--- config.mk ---
export PLATFORM = sky130hd
export DESIGN_NAME = alu_req_arbiter
export DESIGN_NICKNAME = d
export VERILOG_FILES = /design/src/rtl/alu_ctrl_pkg.sv /design/src/rtl/rr_arb_pick.sv /design/src/rtl/alu_req_arbiter.sv
export SDC_FILE = /design/constraint.sdc
export NUM_CORES = 1
export LEC_CHECK = 0
export CORE_MARGIN = 4
export CORE_UTILIZATION = 41
export CTS_CLUSTER_DIAMETER = 100
export DETAILED_ROUTE_END_ITERATION = 10
export PLACE_DENSITY = 0.9
export SYNTH_ARGS = -nofsm -noshare
export SYNTH_HDL_FRONTEND = slang
export SYNTH_HIERARCHICAL = 1
export SYNTH_SLANG_ARGS = --single-unit
--- constraint.sdc ---
create_clock -name CLK -period 6.38 [get_ports CLK]
set_clock_uncertainty 0.05 [all_clocks]
set_input_delay 0.638 -clock CLK [delete_from_list [all_inputs] [get_ports CLK]]
set_output_delay 0.638 -clock CLK [all_outputs]
set_load 0.01 [all_outputs]
--- src/rtl/alu_ctrl_pkg.sv ---
// Shared definitions for the ALU request arbiter: unit-select codes, FSM states,
// function-code field widths and the unit-select to enable decoder.
package alu_ctrl_pkg;

  localparam int FUN_WIDTH      = 4;
  localparam int UNIT_SEL_WIDTH = 2;
  localparam int UNIT_FUN_WIDTH = 2;
  localparam int NUM_UNITS      = 4;

  typedef logic [UNIT_SEL_WIDTH-1:0] unit_sel_t;

  localparam unit_sel_t UNIT_ARITH = 2'b00;
  localparam unit_sel_t UNIT_LOGIC = 2'b01;
  localparam unit_sel_t UNIT_CMP   = 2'b10;
  localparam unit_sel_t UNIT_SHIFT = 2'b11;

  typedef enum logic [1:0] {
    IDLE,
    ISSUE,
    WAIT,
    RESP
  } arb_state_t;

  // Enable vector bit order: [0] arith, [1] logic, [2] cmp, [3] shift.
  function automatic logic [NUM_UNITS-1:0] unit_enable(input unit_sel_t sel);
    logic [NUM_UNITS-1:0] en;
    en = '0;
    case (sel)
      UNIT_ARITH: en[0] = 1'b1;
      UNIT_LOGIC: en[1] = 1'b1;
      UNIT_CMP:   en[2] = 1'b1;
      UNIT_SHIFT: en[3] = 1'b1;
      default:    en    = '0;
    endcase
    return en;
  endfunction

endpackage

--- src/rtl/rr_arb_pick.sv ---
// Combinational grant picker: first set request at or after ptr, circularly.
// With ALU_ARB_FIXED_PRIORITY_EN defined, the lowest set index wins and ptr is ignored.
module rr_arb_pick #(
  parameter int NUM_REQ   = 4,
  parameter int IDX_WIDTH = $clog2(NUM_REQ)
) (
  input  logic [NUM_REQ-1:0]   req,
  input  logic [IDX_WIDTH-1:0] ptr,
  output logic [NUM_REQ-1:0]   gnt,
  output logic [IDX_WIDTH-1:0] idx,
  output logic                 found
);

`ifdef ALU_ARB_FIXED_PRIORITY_EN
  logic ptr_unused;
  assign ptr_unused = ^ptr;

  always_comb begin
    gnt   = '0;
    idx   = '0;
    found = 1'b0;
    for (int i = NUM_REQ - 1; i >= 0; i--) begin
      if (req[i]) begin
        idx   = IDX_WIDTH'(i);
        found = 1'b1;
      end
    end
    if (found) gnt[idx] = 1'b1;
  end
`else
  // cand[k] is the requester index k places after the pointer, wrapped.
  logic [IDX_WIDTH-1:0] cand [NUM_REQ];

  for (genvar gi = 0; gi < NUM_REQ; gi++) begin : g_cand
    logic [IDX_WIDTH:0] sum;
    assign sum = {1'b0, ptr} + (IDX_WIDTH+1)'(gi);
    assign cand[gi] = (sum >= (IDX_WIDTH+1)'(NUM_REQ))
                      ? IDX_WIDTH'(sum - (IDX_WIDTH+1)'(NUM_REQ))
                      : sum[IDX_WIDTH-1:0];
  end

  always_comb begin
    gnt   = '0;
    idx   = '0;
    found = 1'b0;
    for (int k = NUM_REQ - 1; k >= 0; k--) begin
      if (req[cand[k]]) begin
        idx   = cand[k];
        found = 1'b1;
      end
    end
    if (found) gnt[idx] = 1'b1;
  end
`endif

endmodule

--- src/rtl/alu_req_arbiter.sv ---
// Shares one four-unit ALU between NUM_REQ requesters: grant, issue, wait, respond.
// Optional macro ALU_ARB_FIXED_PRIORITY_EN selects fixed lowest-index priority.
module alu_req_arbiter
  import alu_ctrl_pkg::*;
#(
  parameter int NUM_REQ        = 4,
  parameter int OPD_WIDTH      = 16,
  parameter int RES_WIDTH      = 32,
  parameter int TIMEOUT_CYCLES = 15
) (
  input  logic                         CLK,
  input  logic                         RST,
  input  logic [NUM_REQ-1:0]           REQ,
  input  logic [NUM_REQ*OPD_WIDTH-1:0] REQ_A,
  input  logic [NUM_REQ*OPD_WIDTH-1:0] REQ_B,
  input  logic [NUM_REQ*FUN_WIDTH-1:0] REQ_FUN,
  output logic [NUM_REQ-1:0]           GNT,
  output logic signed [OPD_WIDTH-1:0]  ALU_A,
  output logic signed [OPD_WIDTH-1:0]  ALU_B,
  output logic [UNIT_FUN_WIDTH-1:0]    ALU_FUN,
  output logic                         ARITH_Enable,
  output logic                         LOGIC_Enable,
  output logic                         CMP_Enable,
  output logic                         SHIFT_Enable,
  input  logic [RES_WIDTH-1:0]         ALU_OUT,
  input  logic                         ALU_OUT_VALID,
  output logic [NUM_REQ-1:0]           RSP_VALID,
  output logic [RES_WIDTH-1:0]         RSP_DATA,
  output logic                         RSP_ERR
);

  localparam int IDX_WIDTH = $clog2(NUM_REQ);
  localparam int CNT_WIDTH = $clog2(TIMEOUT_CYCLES) + 1;

  logic signed [OPD_WIDTH-1:0] req_a_arr   [NUM_REQ];
  logic signed [OPD_WIDTH-1:0] req_b_arr   [NUM_REQ];
  logic [FUN_WIDTH-1:0]        req_fun_arr [NUM_REQ];

  for (genvar gi = 0; gi < NUM_REQ; gi++) begin : g_unpack
    assign req_a_arr[gi]   = REQ_A[gi*OPD_WIDTH +: OPD_WIDTH];
    assign req_b_arr[gi]   = REQ_B[gi*OPD_WIDTH +: OPD_WIDTH];
    assign req_fun_arr[gi] = REQ_FUN[gi*FUN_WIDTH +: FUN_WIDTH];
  end

  arb_state_t                  state_reg, state_next;
  logic [NUM_REQ-1:0]          gnt_reg, gnt_next;
  logic [IDX_WIDTH-1:0]        idx_reg, idx_next;
  logic [IDX_WIDTH-1:0]        ptr_reg, ptr_next;
  logic signed [OPD_WIDTH-1:0] a_reg, a_next;
  logic signed [OPD_WIDTH-1:0] b_reg, b_next;
  logic [UNIT_FUN_WIDTH-1:0]   fun_reg, fun_next;
  logic [NUM_UNITS-1:0]        en_reg, en_next;
  logic [NUM_REQ-1:0]          rsp_valid_reg, rsp_valid_next;
  logic [RES_WIDTH-1:0]        rsp_data_reg, rsp_data_next;
  logic                        rsp_err_reg, rsp_err_next;
  logic [CNT_WIDTH-1:0]        cnt_reg, cnt_next;

  logic [NUM_REQ-1:0]   pick_gnt;
  logic [IDX_WIDTH-1:0] pick_idx;
  logic                 pick_found;
  logic [FUN_WIDTH-1:0] pick_fun;

  rr_arb_pick #(
    .NUM_REQ   (NUM_REQ),
    .IDX_WIDTH (IDX_WIDTH)
  ) u_pick (
    .req   (REQ),
    .ptr   (ptr_reg),
    .gnt   (pick_gnt),
    .idx   (pick_idx),
    .found (pick_found)
  );

  assign pick_fun = req_fun_arr[pick_idx];

`ifdef ALU_ARB_FIXED_PRIORITY_EN
  logic idx_unused;
  assign idx_unused = ^idx_reg;
`endif

  always_ff @(posedge CLK) begin
    if (RST) begin
      state_reg     <= IDLE;
      gnt_reg       <= '0;
      idx_reg       <= '0;
      ptr_reg       <= '0;
      a_reg         <= '0;
      b_reg         <= '0;
      fun_reg       <= '0;
      en_reg        <= '0;
      rsp_valid_reg <= '0;
      rsp_data_reg  <= '0;
      rsp_err_reg   <= 1'b0;
      cnt_reg       <= '0;
    end else begin
      state_reg     <= state_next;
      gnt_reg       <= gnt_next;
      idx_reg       <= idx_next;
      ptr_reg       <= ptr_next;
      a_reg         <= a_next;
      b_reg         <= b_next;
      fun_reg       <= fun_next;
      en_reg        <= en_next;
      rsp_valid_reg <= rsp_valid_next;
      rsp_data_reg  <= rsp_data_next;
      rsp_err_reg   <= rsp_err_next;
      cnt_reg       <= cnt_next;
    end
  end

  always_comb begin
    state_next     = state_reg;
    gnt_next       = gnt_reg;
    idx_next       = idx_reg;
    ptr_next       = ptr_reg;
    a_next         = a_reg;
    b_next         = b_reg;
    fun_next       = fun_reg;
    en_next        = en_reg;
    rsp_valid_next = '0;
    rsp_data_next  = rsp_data_reg;
    rsp_err_next   = rsp_err_reg;
    cnt_next       = cnt_reg;

    case (state_reg)
      IDLE: begin
        if (pick_found) begin
          gnt_next   = pick_gnt;
          idx_next   = pick_idx;
          a_next     = req_a_arr[pick_idx];
          b_next     = req_b_arr[pick_idx];
          fun_next   = pick_fun[UNIT_FUN_WIDTH-1:0];
          en_next    = unit_enable(pick_fun[FUN_WIDTH-1 -: UNIT_SEL_WIDTH]);
          state_next = ISSUE;
        end
      end
      ISSUE: begin
        cnt_next   = '0;
        state_next = WAIT;
      end
      WAIT: begin
        // Response outputs are registered, so they are loaded on the way into RESP.
        if (ALU_OUT_VALID) begin
          rsp_data_next  = ALU_OUT;
          rsp_err_next   = 1'b0;
          rsp_valid_next = gnt_reg;
          gnt_next       = '0;
          en_next        = '0;
          fun_next       = '0;
          state_next     = RESP;
        end else if (cnt_reg == CNT_WIDTH'(TIMEOUT_CYCLES - 1)) begin
          rsp_data_next  = '0;
          rsp_err_next   = 1'b1;
          rsp_valid_next = gnt_reg;
          gnt_next       = '0;
          en_next        = '0;
          fun_next       = '0;
          state_next     = RESP;
        end else begin
          cnt_next = cnt_reg + CNT_WIDTH'(1);
        end
      end
      RESP: begin
`ifndef ALU_ARB_FIXED_PRIORITY_EN
        ptr_next = (idx_reg == IDX_WIDTH'(NUM_REQ - 1)) ? '0 : idx_reg + IDX_WIDTH'(1);
`endif
        state_next = IDLE;
      end
      default: state_next = IDLE;
    endcase
  end

  assign GNT          = gnt_reg;
  assign ALU_A        = a_reg;
  assign ALU_B        = b_reg;
  assign ALU_FUN      = fun_reg;
  assign ARITH_Enable = en_reg[0];
  assign LOGIC_Enable = en_reg[1];
  assign CMP_Enable   = en_reg[2];
  assign SHIFT_Enable = en_reg[3];
  assign RSP_VALID    = rsp_valid_reg;
  assign RSP_DATA     = rsp_data_reg;
  assign RSP_ERR      = rsp_err_reg;

endmodule

* Word-level counts from Yosys, hierarchy flattened *
Cells that the tools add are included.

word-level totals
  register bits after elaboration = 90
  input bits = 183
  output and inout bits = 79
  logic and storage cells = 117

operators by class
  add/subtract/negate cells = 9
  $lt $le $gt $ge = 11
  eq/ne operators = 12
  mux-type cells = 59
  bitwise gates (word level) = 2
  reduce and logical (&&, ||, !) cells = 12

operator list
  kind                                                                    count
  16-bit binary-select mux with 2-bit select                              2
  16-bit 2-to-1 mux                                                       4
  32-bit 2-to-1 mux                                                       2
  4-bit 2-to-1 mux                                                        8
  2-bit 2-to-1 mux                                                        15
  4-bit case mux with 2 select lines                                      2
  2-bit by 3-bit < comparator with 1-bit output (second input constant)   5
  1-bit 2-to-1 mux                                                        15
  3-bit >= comparator (second input constant)                             4
  2-bit equality test (second input constant)                             5
  5-bit 2-to-1 mux                                                        2
  5-bit case mux with 2 select lines                                      1
  1-bit binary-select mux with 2-bit select                               4
  4-bit binary-select mux with 2-bit select                               1
  2-bit case mux with 4 select lines                                      1
  2-bit by 1-bit subtractor with 2-bit output (second input constant)     4
  2-bit by 2-bit adder with 3-bit output (second input constant)          2
  2-bit != test (second input constant)                                   3
  2-bit AND reduction                                                     3
  3-bit AND reduction                                                     2
  2-bit nonzero test                                                      3
  5-bit by 1-bit adder with 5-bit output (second input constant)          1
  5-bit by 4-bit equality test with 1-bit output (second input constant)  1
  2-bit by 1-bit equality test with 1-bit output (second input constant)  2
  other kinds (12)                                                        13

* Depth between registers and ports, before layout *
  depth in word-level cells = 17
  depth in mapped cells = 9
  mapped depth without buffers = 7

* By module *
The synthesis kept the hierarchy.

by module, submodules not included
  module           instances  cells an instance  area an instance (µm²)  seq. area each (µm²)
  alu_req_arbiter  1          422                4,161.5                 1,801.7
  rr_arb_pick      1          33                 211.5                   0.0

* Least setup slack after synthesis *
Ideal clock, no wire load.

  path kind = input -> register
  from = input REQ[0]
  to = register b_reg[1], in the netlist ALU_B[1]
  setup time = 0.132 ns
  arrival = 2.350 ns
  data required time = 6.198 ns
  path slack = 3.848 ns
  stages on the path = 9
  buffers on the path = 3
  cells stage by stage = buf_4 a21boi_1 o22ai_1 a31oi_1 buf_6 buf_2 mux4_2 nand2_1 a21oi_1

between the ends
  word-level cells in the longest chain between the ends = 10
  elaborated cells on any way between the ends = 21
  classes of those cells = mux: 19; bitwise: 1; reduce/logical: 1

ends and longest elaborated chain
  what                                                      RTL line                text
  from (decl)                                               alu_req_arbiter.sv:13   input logic [NUM_REQ-1:0] REQ,
  1-bit binary-select mux with 2-bit select                 rr_arb_pick.sv:47       if (req[cand[k]]) begin
  1-bit 2-to-1 mux (implied by the code)                    rr_arb_pick.sv:47
  2-bit 2-to-1 mux (3 in series)                            rr_arb_pick.sv:47
  2-bit 2-to-1 mux *                                        rr_arb_pick.sv:47
  named net pick_idx[0]                                     alu_req_arbiter.sv:59   logic [IDX_WIDTH-1:0] pick_idx;
  2-bit inverter with 3-bit output (implied by the code) *  alu_req_arbiter.sv:131  b_next = req_b_arr[pick_idx];
  16-bit binary-select mux with 2-bit select *              alu_req_arbiter.sv:131
  16-bit 2-to-1 mux (implied by the code) * (2 in series)   alu_req_arbiter.sv:131
  to (signal assigned)                                      alu_req_arbiter.sv:101  b_reg <= b_next;
  to (decl)                                                 alu_req_arbiter.sv:50   logic signed [OPD_WIDTH-1:0] b_reg, b_next;

Mark *: on every way through the listed nets, which the timed path passes. The rest lies on a longest branch. The select of a mux whose other input is x is not followed.
A chain may end at the register's enable or synchronous reset.

* Worst setup path after layout *
  from = input REQ[1]
  to = register en_reg[1]

between the ends
  word-level cells in the longest chain between the ends = 14
  elaborated cells on any way between the ends = 26
  classes of those cells = eq/ne: 2; mux: 22; bitwise: 1; reduce/logical: 1

ends and longest elaborated chain
  what                                                      RTL line                text
  1-bit binary-select mux with 2-bit select                 rr_arb_pick.sv:47
  1-bit 2-to-1 mux (implied by the code)                    rr_arb_pick.sv:47
  2-bit 2-to-1 mux (3 in series)                            rr_arb_pick.sv:47
  2-bit 2-to-1 mux *                                        rr_arb_pick.sv:47
  named net pick_idx[0]                                     alu_req_arbiter.sv:59
  2-bit inverter with 3-bit output (implied by the code) *  alu_req_arbiter.sv:74   assign pick_fun = req_fun_arr[pick_idx];
  4-bit binary-select mux with 2-bit select *               alu_req_arbiter.sv:74
  4-bit 2-to-1 mux (implied by the code) * (2 in series)    alu_req_arbiter.sv:74
  2-bit by 1-bit equality test with 1-bit output *          alu_ctrl_pkg.sv:28      case (sel)
  1-bit 2-to-1 mux *                                        alu_ctrl_pkg.sv:28
  4-bit 2-to-1 mux *                                        alu_req_arbiter.sv:127  if (pick_found) begin
  4-bit case mux with 2 select lines *                      alu_req_arbiter.sv:125  case (state_reg)
  to (signal assigned)                                      alu_req_arbiter.sv:103  en_reg <= en_next;
  to (decl)                                                 alu_req_arbiter.sv:52   logic [NUM_UNITS-1:0] en_reg, en_next;

Marked as above.

==> metrics.cfg <==
[timing]
fmax_mhz=314
final.setup.tns_ps=0
fin_crit_sh=0.498
slew_headroom=0.213
post-route-min-period_ps=3180
slew_viol_final=0
rsz0062_at_grt=no
worst_pin_slew_ps=1180
hold_viol=0
setup_viol_count_final=0

[clocking]
cts_buffers=9
cts_sinks=90
cts_buffer_depth=2
clk_pin_slew_ps=90
cts_tree=yes
clockRootBuffer=clkbuf_8
h-tree-depth=3
ctsResizeCount=0
clock_latency_ps=340
post_cts_buffers=0
cts_hold_buf=0

[placed_design]
dp_hpwl_um=11900
dp_cells=817
io_buffers=261
place_congestion=0.946

[global_routing]
antenna_found_initial=0
grt_max_degree=94
globalRouteOverflowTotal=0
first_global_vias=4790
grt_usage=0.236
grt_pass1_wl_um=24000

[critical_path]
ff2ff_setup_slack_ps=3530
start_kind=input port
cp-end-kind=flop
cp_max_fo=37
arrival_ps=3410
crit_type=input port to flop
crit_required_ps=6610

[floorplanning]
fp.coreArea_um2=10400
rows=37
die_x_um=111
die_y_um=111
dieArea_um2=12400
start_util=0.422
io_pins=262

[power_and_ir_drop]
vdd_drop_max_v=0.000192
power_mw=1.94
powerDensity_nw_per_um2=270
p_leak_nw=2.57

[cells_and_area]
antenna_cells=0
layout_common_cells=clkdlybuf4s50_1 (260), dfxtp_1 (90), nand2_1 (73)
layout_commonest_cell=clkdlybuf4s50_1
synthToLayoutAreaGrowth_pct=64.5
largest_reg_flops=32
nets=883
final_layout_size_suffix_gt1_frac=0.0918
fin_cells=833

[yosys]
ys_ff_latch=90
synth_seq_area_share=0.412
yosysWarningCount=6
post-synth-top-area-cell=dfxtp_1
postSynthCellCount=455
synth.top_cells.by_area=dfxtp_1 (41%), mux4_2 (17%), nand2_1 (6.3%), a22oi_1 (5.8%), a21oi_1 (5.4%)
syn_area_um2=4370
synth_cell_type_count=42
syn_nets=646
avgSynthCellArea_um2=9.61
yosys.area.top_type_share=0.412

[detailed_routing]
drt_iter0_drc=260
firstDrtPassIters=5
wl_per_cell_um=17.9
vias_per_cell=5.36
vias=4463
routed_wl_um=14900
ant_nets=0
route.detailed.drc=0

[flow_run]
drv_cap=0

[status]
status=completed

[worst_hold_path]
hold_path_class=flop to flop

final timing paths:
| path | from | to | cells past startpoint |
|---|---|---|---|
| setup reg to reg | ptr_reg[1] | en_reg[1] | 8 |
| hold / removal | ALU_B[1] | ALU_B[1] | 2 |
| setup / recovery | REQ[1] | en_reg[1] | 9 |
| hold reg to reg | ALU_B[1] | ALU_B[1] | 2 |
cell families after synthesis:
logic type | count (synthesis) | share of synthesized area
AND/OR/NAND/NOR | 161 | 0.161
multiplexers | 42 | 0.198
flip-flops | 90 | 0.412
adder cells (fa/ha/maj) | 8 | 0.0229
AO/OA/AOI/OAI | 106 | 0.155
buffers and inverters | 48 | 0.0506
cell usage after synthesis (all sizes together):
master and number:
clkbuf 26, nor2 53, ha 8, mux2 1, mux2i 6, a22oi 34
nor3 5, and4b 1, o41ai 1, a31oi 3, a21oi 47, buf 15
or3 1, nor2b 5, a21boi 2, nand3 3, o2bb2a 1, inv 7
or4 1, dfxtp 90, nand2 73, and2 3, o221a 2, a22o 1
o31ai 1, nor3b 8, a211oi 1, o21ba 1, nand3b 4, o2bb2ai 1
nand2b 4, mux4 35, o21ai 8, a221oi 1, o22ai 2
routing by layer:
metal,GRT usage,vias to the layer above,routed length [um],share of wire
met1,0.261,2129,5650,0.38
met5,0,-,0,0
li1,-,2111,-,-
met3,0.0671,20,1200,0.080
met4,0.0584,0,202,0.014
met2,0.444,203,7870,0.53
power by group:
part           internal [mW]  total (mW)  switching [mW]  leakage, nW
clock                  0.143       0.349           0.205       0.0818
combinational          0.444       0.864           0.421         1.76
sequential             0.666       0.729          0.0634        0.734
critical path: stages:
cell and delay, ps:
clkdlybuf4s50_1 610, a21boi_1 210, o22ai_1 140, a31oi_4 170
buf_4 570, mux2i_1 160, mux2_2 310, or4_4 490
o21ai_2 110
metrics by stage:
stage	hold slack, ps	util	setup WS [ps]	cell area [um^2]
after floorplan	390	-	3850	4370
after global placement	394	0.677	2920	7020
after detailed placement	399	0.677	2810	7020
after CTS	412	0.694	3180	7190
after global routing	431	0.694	3070	7190
final	410	0.694	3200	7190
final cells by class:
class	instances	area, um^2
Sequential cell	90	1800
Clock buffer	9	124
Fill cell	811	3180
Inverter	7	26.3
Timing Repair Buffer	267	2650
Clock inverter	7	53.8
Tap cell	136	170
Multi-Input combinational cell	317	2360
(Power assumes the default switching activity.)
